## config.mk

```make
export PLATFORM = sky130hd
export DESIGN_NAME = frame_stream_harness
export DESIGN_NICKNAME = d
export VERILOG_FILES = /design/src/rtl/frame_stream_harness.sv
export SDC_FILE = /design/constraint.sdc
export NUM_CORES = 1
export LEC_CHECK = 0
export ABC_AREA = 1
export CORE_ASPECT_RATIO = 1.5
export CORE_UTILIZATION = 45
export CTS_CLUSTER_SIZE = 30
export DETAILED_ROUTE_END_ITERATION = 8
export HOLD_SLACK_MARGIN = 0.12
export PLACE_DENSITY = 0.75
export SLEW_MARGIN = 25
export SYNTH_ARGS = -nofsm -noshare
export SYNTH_HDL_FRONTEND = slang
export SYNTH_SLANG_ARGS = --single-unit
export TNS_END_PERCENT = 5
```

## constraint.sdc

```tcl
create_clock -name clock -period 8.8 [get_ports clock]
set_clock_uncertainty 0.1 [all_clocks]
set_input_delay 1.76 -clock clock [delete_from_list [all_inputs] [get_ports clock]]
set_output_delay 1.76 -clock clock [all_outputs]
set_load 0.05 [all_outputs]
```

## src/rtl/frame_stream_harness.sv

```systemverilog
// frame_stream_harness
//   Frame traffic generator and checker for FIFO-wrapped pixel pipelines.
//   The source side pushes one generated frame (ramp, constant or LFSR pattern)
//   into the DUT input FIFO while honouring full. The sink side drains the DUT
//   output FIFO (first-word-fall-through), counts pixels and RUN cycles, and
//   folds every consumed word into a rotate-xor checksum.
//
//   Optional build macro: STREAM_THROTTLE_EN
//     When defined, a free-running 16-bit LFSR gates both strobes to roughly
//     75% duty so the DUT sees bursty traffic and backpressure.
//     When undefined, the strobes depend only on state, counts, full and empty.
//
//   Parameter limits: IMG_WIDTH, IMG_HEIGHT >= 1,
//   CHANNELS*CH_WIDTH <= 32, OUT_CHANNELS*CH_WIDTH <= 32.

`timescale 1ns/1ps

module frame_stream_harness #(
    parameter int IMG_WIDTH    = 720,
    parameter int IMG_HEIGHT   = 540,
    parameter int CHANNELS     = 3,
    parameter int CH_WIDTH     = 8,
    parameter int OUT_CHANNELS = 1
) (
    input  logic                             clock,
    input  logic                             reset,
    input  logic                             start,
    input  logic [1:0]                       mode,
    input  logic [31:0]                      seed,
    output logic [CHANNELS*CH_WIDTH-1:0]     src_din,
    output logic                             src_wr_en,
    input  logic                             src_full,
    input  logic [OUT_CHANNELS*CH_WIDTH-1:0] snk_dout,
    input  logic                             snk_empty,
    output logic                             snk_rd_en,
    output logic                             busy,
    output logic                             done,
    output logic                             overrun,
    output logic [31:0]                      cycle_count,
    output logic [31:0]                      checksum
);

    localparam int          DIN_W      = CHANNELS * CH_WIDTH;
    localparam logic [31:0] PIX_TOTAL  = 32'(IMG_WIDTH * IMG_HEIGHT);
    localparam logic [31:0] LFSR_TAPS  = 32'h8020_0003;
    localparam logic [31:0] RAMP_STEP  = 32'(CHANNELS);
    localparam logic [1:0]  MODE_CONST = 2'd1;
    localparam logic [1:0]  MODE_LFSR  = 2'd2;

    typedef enum logic [1:0] {
        ST_IDLE = 2'd0,
        ST_RUN  = 2'd1,
        ST_DONE = 2'd2
    } state_t;

    state_t      state;
    state_t      state_next;
    logic        start_ok;

    logic [31:0] src_cnt;
    logic [31:0] snk_cnt;
    logic [31:0] pat_reg;
    logic [31:0] pat_next;
    logic [1:0]  mode_reg;

    logic        src_open;
    logic        snk_open;
    logic        frame_complete;
    logic        src_gate;
    logic        snk_gate;

    assign src_open       = (src_cnt < PIX_TOTAL);
    assign snk_open       = (snk_cnt < PIX_TOTAL);
    assign frame_complete = (src_cnt == PIX_TOTAL) && (snk_cnt == PIX_TOTAL);

`ifdef STREAM_THROTTLE_EN
    logic [15:0] thr_lfsr;

    // Free-running Fibonacci LFSR (x^16+x^14+x^13+x^11+1) that throttles both sides.
    always_ff @(posedge clock or posedge reset) begin
        if (reset) begin
            thr_lfsr <= 16'hACE1;
        end else begin
            thr_lfsr <= {thr_lfsr[0] ^ thr_lfsr[2] ^ thr_lfsr[3] ^ thr_lfsr[5], thr_lfsr[15:1]};
        end
    end

    assign src_gate = (thr_lfsr[1:0] != 2'b00);
    assign snk_gate = (thr_lfsr[3:2] != 2'b00);
`else
    assign src_gate = 1'b1;
    assign snk_gate = 1'b1;
`endif

    assign busy      = (state == ST_RUN);
    assign done      = (state == ST_DONE);
    assign src_wr_en = busy & src_open & ~src_full & src_gate;
    assign snk_rd_en = busy & snk_open & ~snk_empty & snk_gate;

    // State register; reset drops straight back to IDLE even mid-frame.
    always_ff @(posedge clock or posedge reset) begin
        if (reset) begin
            state <= ST_IDLE;
        end else begin
            state <= state_next;
        end
    end

    // Next-state logic; start is only honoured from IDLE or DONE.
    always_comb begin
        state_next = state;
        start_ok   = 1'b0;
        case (state)
            ST_IDLE: begin
                if (start) begin
                    start_ok   = 1'b1;
                    state_next = ST_RUN;
                end
            end
            ST_RUN: begin
                if (frame_complete) begin
                    state_next = ST_DONE;
                end
            end
            ST_DONE: begin
                if (start) begin
                    start_ok   = 1'b1;
                    state_next = ST_RUN;
                end
            end
            default: begin
                state_next = ST_IDLE;
            end
        endcase
    end

    // Pattern advance for one accepted write, selected by the latched mode.
    always_comb begin
        pat_next = pat_reg;
        case (mode_reg)
            MODE_CONST: pat_next = pat_reg;
            MODE_LFSR:  pat_next = {1'b0, pat_reg[31:1]} ^ (pat_reg[0] ? LFSR_TAPS : 32'h0);
            default:    pat_next = pat_reg + RAMP_STEP;
        endcase
    end

    // Source word: ramp expands the base into per-channel values, the others show the register.
    always_comb begin
        src_din = '0;
        if (busy) begin
            case (mode_reg)
                MODE_CONST, MODE_LFSR: begin
                    src_din = pat_reg[DIN_W-1:0];
                end
                default: begin
                    for (int c = 0; c < CHANNELS; c++) begin
                        src_din[c*CH_WIDTH +: CH_WIDTH] = pat_reg[CH_WIDTH-1:0] + CH_WIDTH'(c);
                    end
                end
            endcase
        end
    end

    // Pattern register: loaded from mode/seed on an accepted start, stepped on every write.
    always_ff @(posedge clock or posedge reset) begin
        if (reset) begin
            pat_reg  <= '0;
            mode_reg <= '0;
        end else if (start_ok) begin
            mode_reg <= mode;
            case (mode)
                MODE_CONST: pat_reg <= seed;
                MODE_LFSR:  pat_reg <= (seed == 32'h0) ? 32'h1 : seed;
                default:    pat_reg <= '0;
            endcase
        end else if (src_wr_en) begin
            pat_reg <= pat_next;
        end
    end

    // Source and sink pixel counters, cleared by an accepted start.
    always_ff @(posedge clock or posedge reset) begin
        if (reset) begin
            src_cnt <= '0;
            snk_cnt <= '0;
        end else if (start_ok) begin
            src_cnt <= '0;
            snk_cnt <= '0;
        end else begin
            if (src_wr_en) begin
                src_cnt <= src_cnt + 32'd1;
            end
            if (snk_rd_en) begin
                snk_cnt <= snk_cnt + 32'd1;
            end
        end
    end

    // RUN cycle counter, saturating at all-ones.
    always_ff @(posedge clock or posedge reset) begin
        if (reset) begin
            cycle_count <= '0;
        end else if (start_ok) begin
            cycle_count <= '0;
        end else if (busy && (cycle_count != 32'hFFFF_FFFF)) begin
            cycle_count <= cycle_count + 32'd1;
        end
    end

    // Rotate-left-by-one then xor in each consumed sink word.
    always_ff @(posedge clock or posedge reset) begin
        if (reset) begin
            checksum <= '0;
        end else if (start_ok) begin
            checksum <= '0;
        end else if (snk_rd_en) begin
            checksum <= {checksum[30:0], checksum[31]} ^ 32'(snk_dout);
        end
    end

    // Sticky flag for output data that shows up after the frame has finished.
    always_ff @(posedge clock or posedge reset) begin
        if (reset) begin
            overrun <= 1'b0;
        end else if (start_ok) begin
            overrun <= 1'b0;
        end else if (done && !snk_empty) begin
            overrun <= 1'b1;
        end
    end

endmodule

```

==> implementation parameters, run 1 <==
Parameter                              Value

Detailed routing
  Total number of vias ... 11.5k
  Number of search-and-repair iterations in the first detailed-routing pass ... 6
  Remaining number of nets flagged by the antenna check after routing ... 0
  Starting DRT DRC Count ... 1034
  Wire length after detailed routing ... 33300 um
  Remaining design rule violation count ... 0
  Wire length per cell after detailed routing ... 15.8 um
  Routed via count divided by cell count ... roughly 5.5

Logic synthesis
  Count of flip-flops with a built-in enable after synthesis ... 0
  Syn nets ... 1738
  Synth warnings ... 0
  Number of instances in the synthesized netlist ... 1678
  Async set-or-reset flop fraction in the synthesized netlist ... 1.00
  Predominant post-synthesis flop cell ... sky130_fd_sc_hd__dfrtp_1
  Proportion of synthesized chip area in sequential cells ... 0.372
  Area share of the largest cell type after synthesis ... 0.372
  Count of state elements after synthesis ... 165
  Post-synth top cells ... sky130_fd_sc_hd__nand2_1, sky130_fd_sc_hd__nor2_1, sky130_fd_sc_hd__nand3_1
  Syn Area/Cell ... 6.62 um^2
  Biggest area consumer among synthesized cells ... sky130_fd_sc_hd__dfrtp_1
  Syn Std Cell Area ... 11100 um^2
  Leading cell type by number of instances after synthesis ... sky130_fd_sc_hd__nand2_1
  Cell variety after synth ... 41
  Synth top area cells ... sky130_fd_sc_hd__dfrtp_1, sky130_fd_sc_hd__nand2_1, sky130_fd_sc_hd__nand3_1

Setup path
  Endpoint of the worst-slack reg-to-reg timing path ... cycle_count[22]$_DFFE_PP0P_
  Peak fanout along the critical path ... 35
  Critical path endpoint ... snk_rd_en
  CP Class ... in2out
  Slowest cell on crit path ... sky130_fd_sc_hd__clkdlybuf4s50_1
  Crit path from ... snk_empty
  Cells along the critical path ... clkdlybuf4s50_1 > inv_1 > nand2_1 > nor2_1 > nand2_1 > nor2_4 > nand2_4 > clkinv_2 > clkdlybuf4s50_1
  Sort of element at the start of the critical path ... input pin
  Worst-case register-to-register setup slack ... 5.91 ns
  Type of destination of the critical path ... output pin
  Reg2Reg Launch Point ... state[0]$_DFFE_PP0P_
  Signal arrival time at the worst endpoint ... ~4.3 ns
  Worst R2R Path Depth ... 6
  Largest stage delay, worst path ... slightly below 0.9 ns
  Required time worst endpoint ... 6.94 ns

GRT
  Maximum number of pins on one net before global-route repair ... 100
  Number of antenna violations at the first check in global routing ... 0
  Aggregate global-route resource usage ... 0.279
  Global-route wire length before repair ... 55300 um
  Total congestion overflow ... 0
  Vias in the first global route ... 11.1k

Clock tree
  H-tree Lvls ... 4
  Post CTS Setup Buffer Count ... 0
  Clock transition at path regs ... 0.06 ns
  # clock sinks ... 165
  Clock insertion delay at the later pin of the skew report ... around 0.45 ns
  Max Buffers Root-to-Sink ... 2
  CTS tree ... yes
  Clk root buf ... sky130_fd_sc_hd__clkbuf_16
  Number of buffers inserted by hold repair at cts ... 0
  Resized Gates After CTS ... 0
  Cts bufs inserted ... 17

Placed design
  Final estimated routing congestion in global placement ... between 0.9 and 1
  Area after DPL ... 12600 um^2
  Number of I/O port buffers ... 139
  HPWL after DPL ... roughly 24000 um

STA
  Number of setup violations in the final report ... 0
  Final total negative setup slack ... 0 ns
  Post-route clock period utilization ... 0.703
  Least-Margin Pin Slew ... 0.966 ns
  Final count of hold timing violations ... 0
  Fmax ... about 0.16 GHz
  Max-slew headroom ... 0.356
  Time the worst path needs with I/O delays and setup ... 6.18 ns
  Setup repair after global routing missed its margin ... no
  Final Slew Violations ... 0

Pwr
  Static Leakage ... around 0.0060 uW
  Pwr/cell area ... ~280 nW/um^2
  Maximum resistive drop on vdd ... approximately 0.21 mV

Outcome
  Run status ... complete, no violations

Floorplan
  Initial core utilization ... 0.456
  CORE AREA ... around 24000 um^2
  Placement Rows ... 70
  Num ports ... 140
  Die X-Extent ... 130 um
  Die Height ... 194 um
  Area of the die ... 25300 um^2

Final layout
  Post-route design area ... 13200 um^2
  Number of nets in the final layout ... 1832
  Antenna diode count ... 0
  Final core utilization ... 0.542
  Area growth, synth to finish ... 18.8%
  Share of final-layout standard cells stronger than drive strength 1 ... 0.0381

Run
  Max capacitance violation total ... 0

Worst hold path
  Class of the most critical hold timing path ... reg2reg
## placed cells by master, fill, tap and decap left out, types with 3 or more instances in the layout
| cell | count |
|---|---|
| sky130_fd_sc_hd__inv_1 | 167 |
| sky130_fd_sc_hd__clkinv_4 | 3 |
| sky130_fd_sc_hd__ha_1 | 11 |
| sky130_fd_sc_hd__nand2_4 | 5 |
| sky130_fd_sc_hd__buf_4 | 5 |
| sky130_fd_sc_hd__dfrtp_1 | 165 |
| sky130_fd_sc_hd__nand2_2 | 5 |
| sky130_fd_sc_hd__a211oi_1 | 3 |
| sky130_fd_sc_hd__inv_6 | 5 |
| sky130_fd_sc_hd__xor2_1 | 38 |
| sky130_fd_sc_hd__o21ai_0 | 109 |
| sky130_fd_sc_hd__nor2_4 | 3 |
| sky130_fd_sc_hd__o2111ai_1 | 31 |
| sky130_fd_sc_hd__clkbuf_16 | 17 |
| sky130_fd_sc_hd__nand3_1 | 189 |
| sky130_fd_sc_hd__nand4_1 | 23 |
| sky130_fd_sc_hd__nor3_1 | 27 |
| sky130_fd_sc_hd__o21bai_1 | 5 |
| sky130_fd_sc_hd__nor2_1 | 251 |
| sky130_fd_sc_hd__nor2_2 | 4 |
| sky130_fd_sc_hd__inv_2 | 5 |
| sky130_fd_sc_hd__a21oi_1 | 29 |
| sky130_fd_sc_hd__xnor2_1 | 8 |
| sky130_fd_sc_hd__clkdlybuf4s50_1 | 139 |
| sky130_fd_sc_hd__nand2_1 | 495 |
| sky130_fd_sc_hd__o21ai_1 | 13 |
## report_power, final
part | internal [uW] | switching, uW
combinational | 573 | 1170
sequential | 939 | 282
clock | 398 | 347
## per-layer routing
layer	up-vias	track usage	wire length, um
met1	5341	0.334	13100
met5	-	0	0
li1	5584	-	-
met3	106	0.0454	2110
met4	0	0.152	1610
met2	465	0.470	16500
## worst max-delay path, delay by kind of cell
family        cells  cell delay, ns
buf+inv           4            1.83
simple gates      5            0.72
## how the worst min path moves through the flow
stage,from,end,slack [ns],cells past startpoint
6_report,snk_cnt[23]$_DFFE_PP0P_,snk_cnt[23]$_DFFE_PP0P_,0.39,2
5_1_grt,snk_cnt[27]$_DFFE_PP0P_,snk_cnt[27]$_DFFE_PP0P_,0.42,2
4_1_cts,snk_cnt[23]$_DFFE_PP0P_,snk_cnt[23]$_DFFE_PP0P_,0.39,2
3_5_place_dp,snk_cnt[21]$_DFFE_PP0P_,snk_cnt[21]$_DFFE_PP0P_,0.38,2
3_3_place_gp,src_cnt[31]$_DFFE_PP0P_,src_cnt[31]$_DFFE_PP0P_,0.37,2
2_1_floorplan,snk_cnt[21]$_DFFE_PP0P_,snk_cnt[21]$_DFFE_PP0P_,0.36,2
## kinds of logic (layout without fill, tap and decap cells)
| group | after synthesis | count (layout) | synth area share |
|---|---|---|---|
| buffers and inverters | 247 | 353 | 0.0929 |
| AOI/OAI and AO/OA | 195 | 195 | 0.101 |
| DFF | 165 | 165 | 0.372 |
| and+or+nand+nor | 1012 | 1012 | 0.384 |
| xor gates and xnor gates | 46 | 46 | 0.0363 |
| adders and majority gates | 13 | 13 | 0.0146 |
## per-stage QoR
stage,hold slack (ns),setup slack (ns),total power [uW],instances
after floorplan,0.360,2.48,2400,1678
after global placement,0.372,2.66,2920,2076
after detailed placement,0.378,2.63,2950,2076
after CTS,0.394,2.62,3710,2107
after global routing,0.415,2.45,3940,2108
final,0.389,2.62,3710,2108
## layout make-up
class / instances / area, um^2
fillers: 2469 / 11100
clock inverters: 13 / 143
flip-flops and latches: 165 / 4130
clock buffers: 18 / 429
inverters: 177 / 676
repair buffers: 145 / 1460
well taps: 324 / 405
multi-input cells: 1266 / 5960
(Power assumes the default switching activity.)
==> run 2, diff against run 1 <==
- clock period: 8.8 -> 5.75 ns (I/O delays scaled with it)
==> run 2 against run 1 <==
Net effect:
- clock power up 55%
- non-clock buffer count decreased by 1
- global-route usage down 0.75 points
- critical path type unchanged
==> implementation parameters, run 2 (synthesis gave the netlist of run 1 again) <==
Parameter                              Value

Setup path
  Signal arrival time at the worst endpoint ... 3.71 ns (-0.61 ns)
  Worst R2R Path Depth ... 10 (+4)
  Worst-case register-to-register setup slack ... 3.08 ns (-2.83 ns)
  Peak fanout along the critical path ... 35 (unchanged)
  CP Class ... in2out
  Required time worst endpoint ... 4.50 ns (-2.44 ns)
  Largest stage delay, worst path ... 0.88 ns (about the same)
  Type of destination of the critical path ... output pin
  Reg2Reg Launch Point ... state[0]$_DFFE_PP0P_
  Cells along the critical path ... clkdlybuf4s50_1 > inv_1 > nand2_1 > nor2_1 > nand2_1 > nor2_4 > nand2_4 > clkinv_2 > clkdlybuf4s50_1
  Slowest cell on crit path ... sky130_fd_sc_hd__clkdlybuf4s50_1
  Sort of element at the start of the critical path ... input pin
  Endpoint of the worst-slack reg-to-reg timing path ... pat_reg[16]$_DFFE_PP0P_

STA
  Max-slew headroom ... 0.334 (-0.0221)
  Final Slew Violations ... 0 (unchanged)
  Number of setup violations in the final report ... 0 (unchanged)
  Final count of hold timing violations ... 0 (unchanged)
  Setup repair after global routing missed its margin ... no
  Post-route clock period utilization ... 0.863
  Final total negative setup slack ... 0 ns (unchanged)
  Final worst-path setup slack ... 0.787 ns (-1.83 ns)
  Time the worst path needs with I/O delays and setup ... ~5.0 ns
  Least-Margin Pin Slew ... 1.00 ns (+0.0341 ns)
  Fmax ... 0.201 GHz

GRT
  Global-route track usage on met3 ... 0.0476 (+0.00220)
  Global-route wire length before repair ... 53900 um (-2.7%)
  Number of antenna violations at the first check in global routing ... 0 (unchanged)
  GRT met2 Usage ... 0.453 (-0.0171)
  Vias in the first global route ... 10.7k (-3.6%)
  Aggregate global-route resource usage ... 0.271 (-0.00746)
  Met1 Resource Use GR ... 0.333 (-0.00101)
  Global-route layer with the greatest usage ... met2
  Maximum number of pins on one net before global-route repair ... 103 (+3.0%)
  Total congestion overflow ... 0 (unchanged)

Final layout
  Leading cell types in the layout, fill and taps excluded ... sky130_fd_sc_hd__nand2_1, sky130_fd_sc_hd__nor2_1, sky130_fd_sc_hd__nand3_1
  Most common cell after layout, fill and taps aside ... sky130_fd_sc_hd__nand2_1
  Share of final-layout standard cells stronger than drive strength 1 ... 0.0376 (-0.000561)
  Antenna diode count ... 0 (unchanged)
  Area growth, synth to finish ... 18.8% (unchanged)
  Post-route design area ... 13200 um^2 (unchanged)
  Number of nets in the final layout ... 1831 (-0.055%)
  Layout Cells excl Fill ... 2108 (unchanged)

Run
  Max capacitance violation total ... 0 (unchanged)

Clock tree
  Resized Gates After CTS ... 0 (unchanged)
  Cts bufs inserted ... 17 (unchanged)
  # clock sinks ... 165 (unchanged)
  CTS tree ... yes
  Max Buffers Root-to-Sink ... 2 (unchanged)
  Post CTS Setup Buffer Count ... 0 (unchanged)
  Number of buffers inserted by hold repair at cts ... 0 (unchanged)
  Clock insertion delay at the later pin of the skew report ... 0.44 ns (about the same)
  Clk root buf ... sky130_fd_sc_hd__clkbuf_16
  H-tree Lvls ... 4 (unchanged)
  Clock transition at path regs ... 0.06 ns (about the same)

Placed design
  Number of I/O port buffers ... 139 (unchanged)
  HPWL after DPL ... 23500 um (-1.7%)
  Post-Place Worst Slack ... 0.812 ns (-1.82 ns)
  Area after DPL ... 12600 um^2 (about the same)
  Final estimated routing congestion in global placement ... 0.930 (-4.3%)
  Number of instances in the placed design ... 2076 (unchanged)

Detailed routing
  Wire length per cell after detailed routing ... 15.7 um (-0.82%)
  Total number of vias ... 11.4k (-0.62%)
  Wire length after detailed routing ... 33100 um (-0.82%)
  Starting DRT DRC Count ... 937 (-9.4%)
  Number of search-and-repair iterations in the first detailed-routing pass ... 7 (+1)
  Remaining design rule violation count ... 0 (unchanged)
  Routed via count divided by cell count ... 5.42 (-0.62%)
  Remaining number of nets flagged by the antenna check after routing ... 0 (unchanged)

Floorplan
  Die X-Extent ... 130 um (unchanged)
  Initial core utilization ... 0.456 (unchanged)
  Num ports ... 140 (unchanged)
  CORE AREA ... 24300 um^2 (unchanged)
  Die Height ... 194 um (unchanged)
  Area of the die ... 25300 um^2 (unchanged)
  Placement Rows ... 70 (unchanged)

Pwr
  Maximum resistive drop on vdd ... 0.336 mV (+60%)
  Sequential Power Share ... 0.327 (-0.002)
  Switching power total ... 2740 uW (+52%)
  Switching part of the total power ... 0.482 (-0.00267)
  Static Leakage ... 0.00596 uW (about the same)
  Internal Pwr Total ... 2940 uW (+54%)
  PnR Total Power ... 5680 uW (+53%)
  Comb power frac ... 0.468 (-0.002)
  Pwr/cell area ... 430 nW/um^2 (+53%)
  Clock power frac ... 0.205 (+0.004)

Worst hold path
  Class of the most critical hold timing path ... reg2reg
  Cell count of the worst hold path ... 2 (unchanged)
  Hold endpoint ... src_cnt[31]$_DFFE_PP0P_
  Startpoint of the lowest-slack hold path ... src_cnt[31]$_DFFE_PP0P_

Outcome
  Run status ... complete, no violations
-- run 2: metrics by stage --
step | utilization | hold WS, ns
2_1_floorplan | - | 0.360
3_3_place_gp | 0.518 | 0.372
3_5_place_dp | 0.518 | 0.379
4_1_cts | 0.542 | 0.394
5_1_grt | 0.542 | 0.410
6_report | 0.542 | 0.392
-- run 2: layer usage --
metal | share of wire | vias up
met2 | 0.49 | 391
met5 | 0 | -
met4 | 0.043 | 0
li1 | - | 5581
met1 | 0.40 | 5356
met3 | 0.061 | 97
-- run 2: cell type report --
| cell class | count | area (um^2) |
|---|---|---|
| clock buffer | 20 | 447 |
| clock inverter | 12 | 138 |
| fill | 2444 | 11100 |
| inverter | 177 | 678 |
| multi-input combinational | 1266 | 5960 |
| sequential | 165 | 4130 |
| tap | 324 | 405 |
| timing repair buffer | 144 | 1440 |
-- run 2: critical path, delay by kind of cell --
| kind | cells | cell delay, ns |
|---|---|---|
| simple gates | 5 | 0.71 |
| buf+inv | 4 | 1.83 |
-- run 2: power by group through the flow --
stage,Combinational [uW],Clock [uW],Sequential (uW)
4_1_cts,2660,1170,1850
2_1_floorplan,1710,0,1970
3_5_place_dp,2650,0,1860
6_report,2660,1160,1860
3_3_place_gp,2610,0,1860
5_1_grt,2900,1220,1900
-- run 2: how the worst max path moves through the flow --
stage | start | endpoint | slack [ns] | depth (start not counted)
floorplan | reset | checksum[0]$_DFFE_PP0P_ | 0.04 | 1
global placement | snk_empty | snk_rd_en | 0.83 | 9
detailed placement | snk_empty | snk_rd_en | 0.81 | 9
CTS | snk_empty | snk_rd_en | 0.79 | 9
global route | snk_empty | snk_rd_en | 0.60 | 9
finish | snk_empty | snk_rd_en | 0.79 | 9
==> run 3, diff against run 2 <==
- GPL_TIMING_DRIVEN: unset -> 0
- RECOVER_POWER: unset -> 50
==> run 3 against run 2 <==
Net effect:
- the run now ends with max-capacitance violations, max-slew violations left
- hold slack got worse by 0.0020 ns
- routed wire length increased by 14%
- final cell count increased by 3.1%
- global-route usage increased by 4.0 points
- die area unchanged
- count of clock-buffer cells in the layout decreased by 2
==> implementation parameters, run 3 (synthesis gave the netlist of run 1 again) <==
Parameter                              Value

Outcome
  Run status ... finished, violations left
  Violations in the final reports ... max-capacitance violations, max-slew violations

Final layout
  Number of nets in the final layout ... 1897 (+3.6%)
  Most common cell after layout, fill and taps aside ... sky130_fd_sc_hd__nand2_1
  Share of final-layout standard cells stronger than drive strength 1 ... 0.0449 (+0.00731)
  Leading cell types in the layout, fill and taps excluded ... sky130_fd_sc_hd__nand2_1, sky130_fd_sc_hd__nor2_1, sky130_fd_sc_hd__nand3_1
  Final core utilization ... 0.554 (+0.0120)
  Antenna diode count ... 0 (unchanged)
  Post-route design area ... 13500 um^2 (+2.2%)
  Area growth, synth to finish ... 21.4%

Placed design
  HPWL after DPL ... 29000 um (+23%)
  Final estimated routing congestion in global placement ... 0.985 (+5.8%)
  Number of I/O port buffers ... 139 (unchanged)
  Area after DPL ... 12900 um^2 (+2.6%)

Pwr
  Maximum resistive drop on vdd ... 0.334 mV (-0.43%)
  Pwr/cell area ... 434 nW/um^2 (+0.90%)
  Static Leakage ... 0.00615 uW (+3.2%)

Setup path
  Largest stage delay, worst path ... 0.81 ns (-0.07 ns)
  Peak fanout along the critical path ... 10 (-71%)
  CP Class ... in2out
  Type of destination of the critical path ... output pin
  Sort of element at the start of the critical path ... input pin
  Signal arrival time at the worst endpoint ... 3.38 ns (-0.33 ns)
  Worst R2R Path Depth ... 13 (+3)
  Endpoint of the worst-slack reg-to-reg timing path ... pat_reg[20]$_DFFE_PP0P_
  Slowest cell on crit path ... sky130_fd_sc_hd__clkdlybuf4s50_1
  Cells along the critical path ... clkdlybuf4s50_1 > inv_1 > nand2_1 > nor2_1 > nand2_1 > nor2_4 > nand2_4 > clkinv_2 > buf_6 > clkdlybuf4s50_1
  Worst-case register-to-register setup slack ... 3.21 ns (+0.13 ns)
  Count of buffer and inverter cells on the critical path ... 5 (+1)
  Cell type group with the largest total delay on the critical path ... buffers and inverters
  Required time worst endpoint ... 4.50 ns (about the same)
  Reg2Reg Launch Point ... pat_reg[0]$_DFFE_PP0P_

Detailed routing
  Routed via count divided by cell count ... 5.45 (+0.57%)
  Remaining number of nets flagged by the antenna check after routing ... 0 (unchanged)
  Number of search-and-repair iterations in the first detailed-routing pass ... 5 (-2)
  Remaining design rule violation count ... 0 (unchanged)
  Total number of vias ... 11.9k (+3.7%)
  Wire length after detailed routing ... 37700 um (+14%)
  Starting DRT DRC Count ... 985 (+5.1%)
  Wire length per cell after detailed routing ... 17.3 um (+10%)

Clock tree
  # clock sinks ... 165 (unchanged)
  Clock transition at path regs ... 0.07 ns (about the same)
  Post CTS Setup Buffer Count ... 0 (unchanged)
  CTS tree ... yes
  Max Buffers Root-to-Sink ... 2 (unchanged)
  H-tree Lvls ... 4 (unchanged)
  Number of buffers inserted by hold repair at cts ... 0 (unchanged)
  Clock insertion delay at the later pin of the skew report ... 0.46 ns (+0.02 ns)
  Clk root buf ... sky130_fd_sc_hd__clkbuf_16
  Cts bufs inserted ... 17 (unchanged)
  Resized Gates After CTS ... 0 (unchanged)

Floorplan
  Placement Rows ... 70 (unchanged)
  Initial core utilization ... 0.456 (unchanged)
  Num ports ... 140 (unchanged)
  Die Height ... 194 um (unchanged)
  CORE AREA ... 24300 um^2 (unchanged)
  Die X-Extent ... 130 um (unchanged)
  Area of the die ... 25300 um^2 (unchanged)

GRT
  Total congestion overflow ... 0 (unchanged)
  Aggregate global-route resource usage ... 0.311 (+0.0397)
  Global-route wire length before repair ... 60100 um (+12%)
  Number of antenna violations at the first check in global routing ... 0 (unchanged)
  Maximum number of pins on one net before global-route repair ... 97 (-5.8%)
  Vias in the first global route ... 11.4k (+6.8%)

STA
  Post-route clock period utilization ... 0.805 (-0.0584)
  Max-slew headroom ... -1.16 (-1.50)
  Time the worst path needs with I/O delays and setup ... 4.63 ns (-0.336 ns)
  Number of setup violations in the final report ... 0 (unchanged)
  Final count of hold timing violations ... 0 (unchanged)
  Final total negative setup slack ... 0 ns (unchanged)
  Least-Margin Pin Slew ... 3.23 ns (+2.23 ns)
  Fmax ... 0.216 GHz (+7.3%)
  Final Slew Violations ... 70 (+70)
  Setup repair after global routing missed its margin ... no

Run
  Max capacitance violation total ... 1 (+1)

Worst hold path
  Class of the most critical hold timing path ... reg2reg
  Cell count of the worst hold path ... 2 (unchanged)
  Startpoint of the lowest-slack hold path ... snk_cnt[28]$_DFFE_PP0P_
  Hold endpoint ... snk_cnt[28]$_DFFE_PP0P_
## run 3: cell count changes in the layout (fill, tap and decap cells not counted), sizes merged
cell / change
clkbuf: +35
buf: +29
dlygate4sd3: +16
clkdlybuf4s50: -16
clkinvlp: +2
## run 3: metrics by stage
step	total power (uW)	hold slack, ns	cells	worst slack, ns
after CTS	5840	0.396	2174	1.12
final	5860	0.390	2174	1.12
after global placement	4620	0.370	2141	-2.35
after detailed placement	4660	0.378	2142	1.13
after global routing	6180	0.421	2174	1.00
after floorplan	3680	0.360	1678	0.0383
## run 3: tightest hold or removal path, stage by stage, from the launching register on
cell	delay, ns
sky130_fd_sc_hd__dfrtp_1	0.33
sky130_fd_sc_hd__inv_1	0.04
sky130_fd_sc_hd__nor2_1	0.08
## run 3: worst max-delay path by stage
stage	start	to	cells after the start
after CTS	snk_empty	snk_rd_en	10
final	snk_empty	snk_rd_en	10
after global placement	reset	checksum[19]$_DFFE_PP0P_	2
after detailed placement	snk_empty	snk_rd_en	10
after floorplan	reset	checksum[0]$_DFFE_PP0P_	1
after global routing	snk_empty	snk_rd_en	10
## run 3: cell type report
class | count | area, um^2
buffer | 70 | 338
clock buffer | 18 | 439
clock inverter | 14 | 159
fill | 2462 | 10900
inverter | 177 | 669
multi-input combinational | 1266 | 5940
sequential | 165 | 4130
tap | 324 | 405
timing repair buffer | 140 | 1420
## run 3: routing by layer
metal	track usage	wire (um)	vias to the layer above
li1	-	-	5718
met1	0.369	14800	5552
met2	0.525	18500	460
met3	0.0482	2230	120
met4	0.179	2190	0
met5	0	0	-
## run 3: where the power goes
part | internal, uW | switching (uW) | total, uW
clock | 629 | 555 | 1180
sequential | 1440 | 437 | 1870
combinational | 907 | 1890 | 2800
total | 2970 | 2880 | 5860
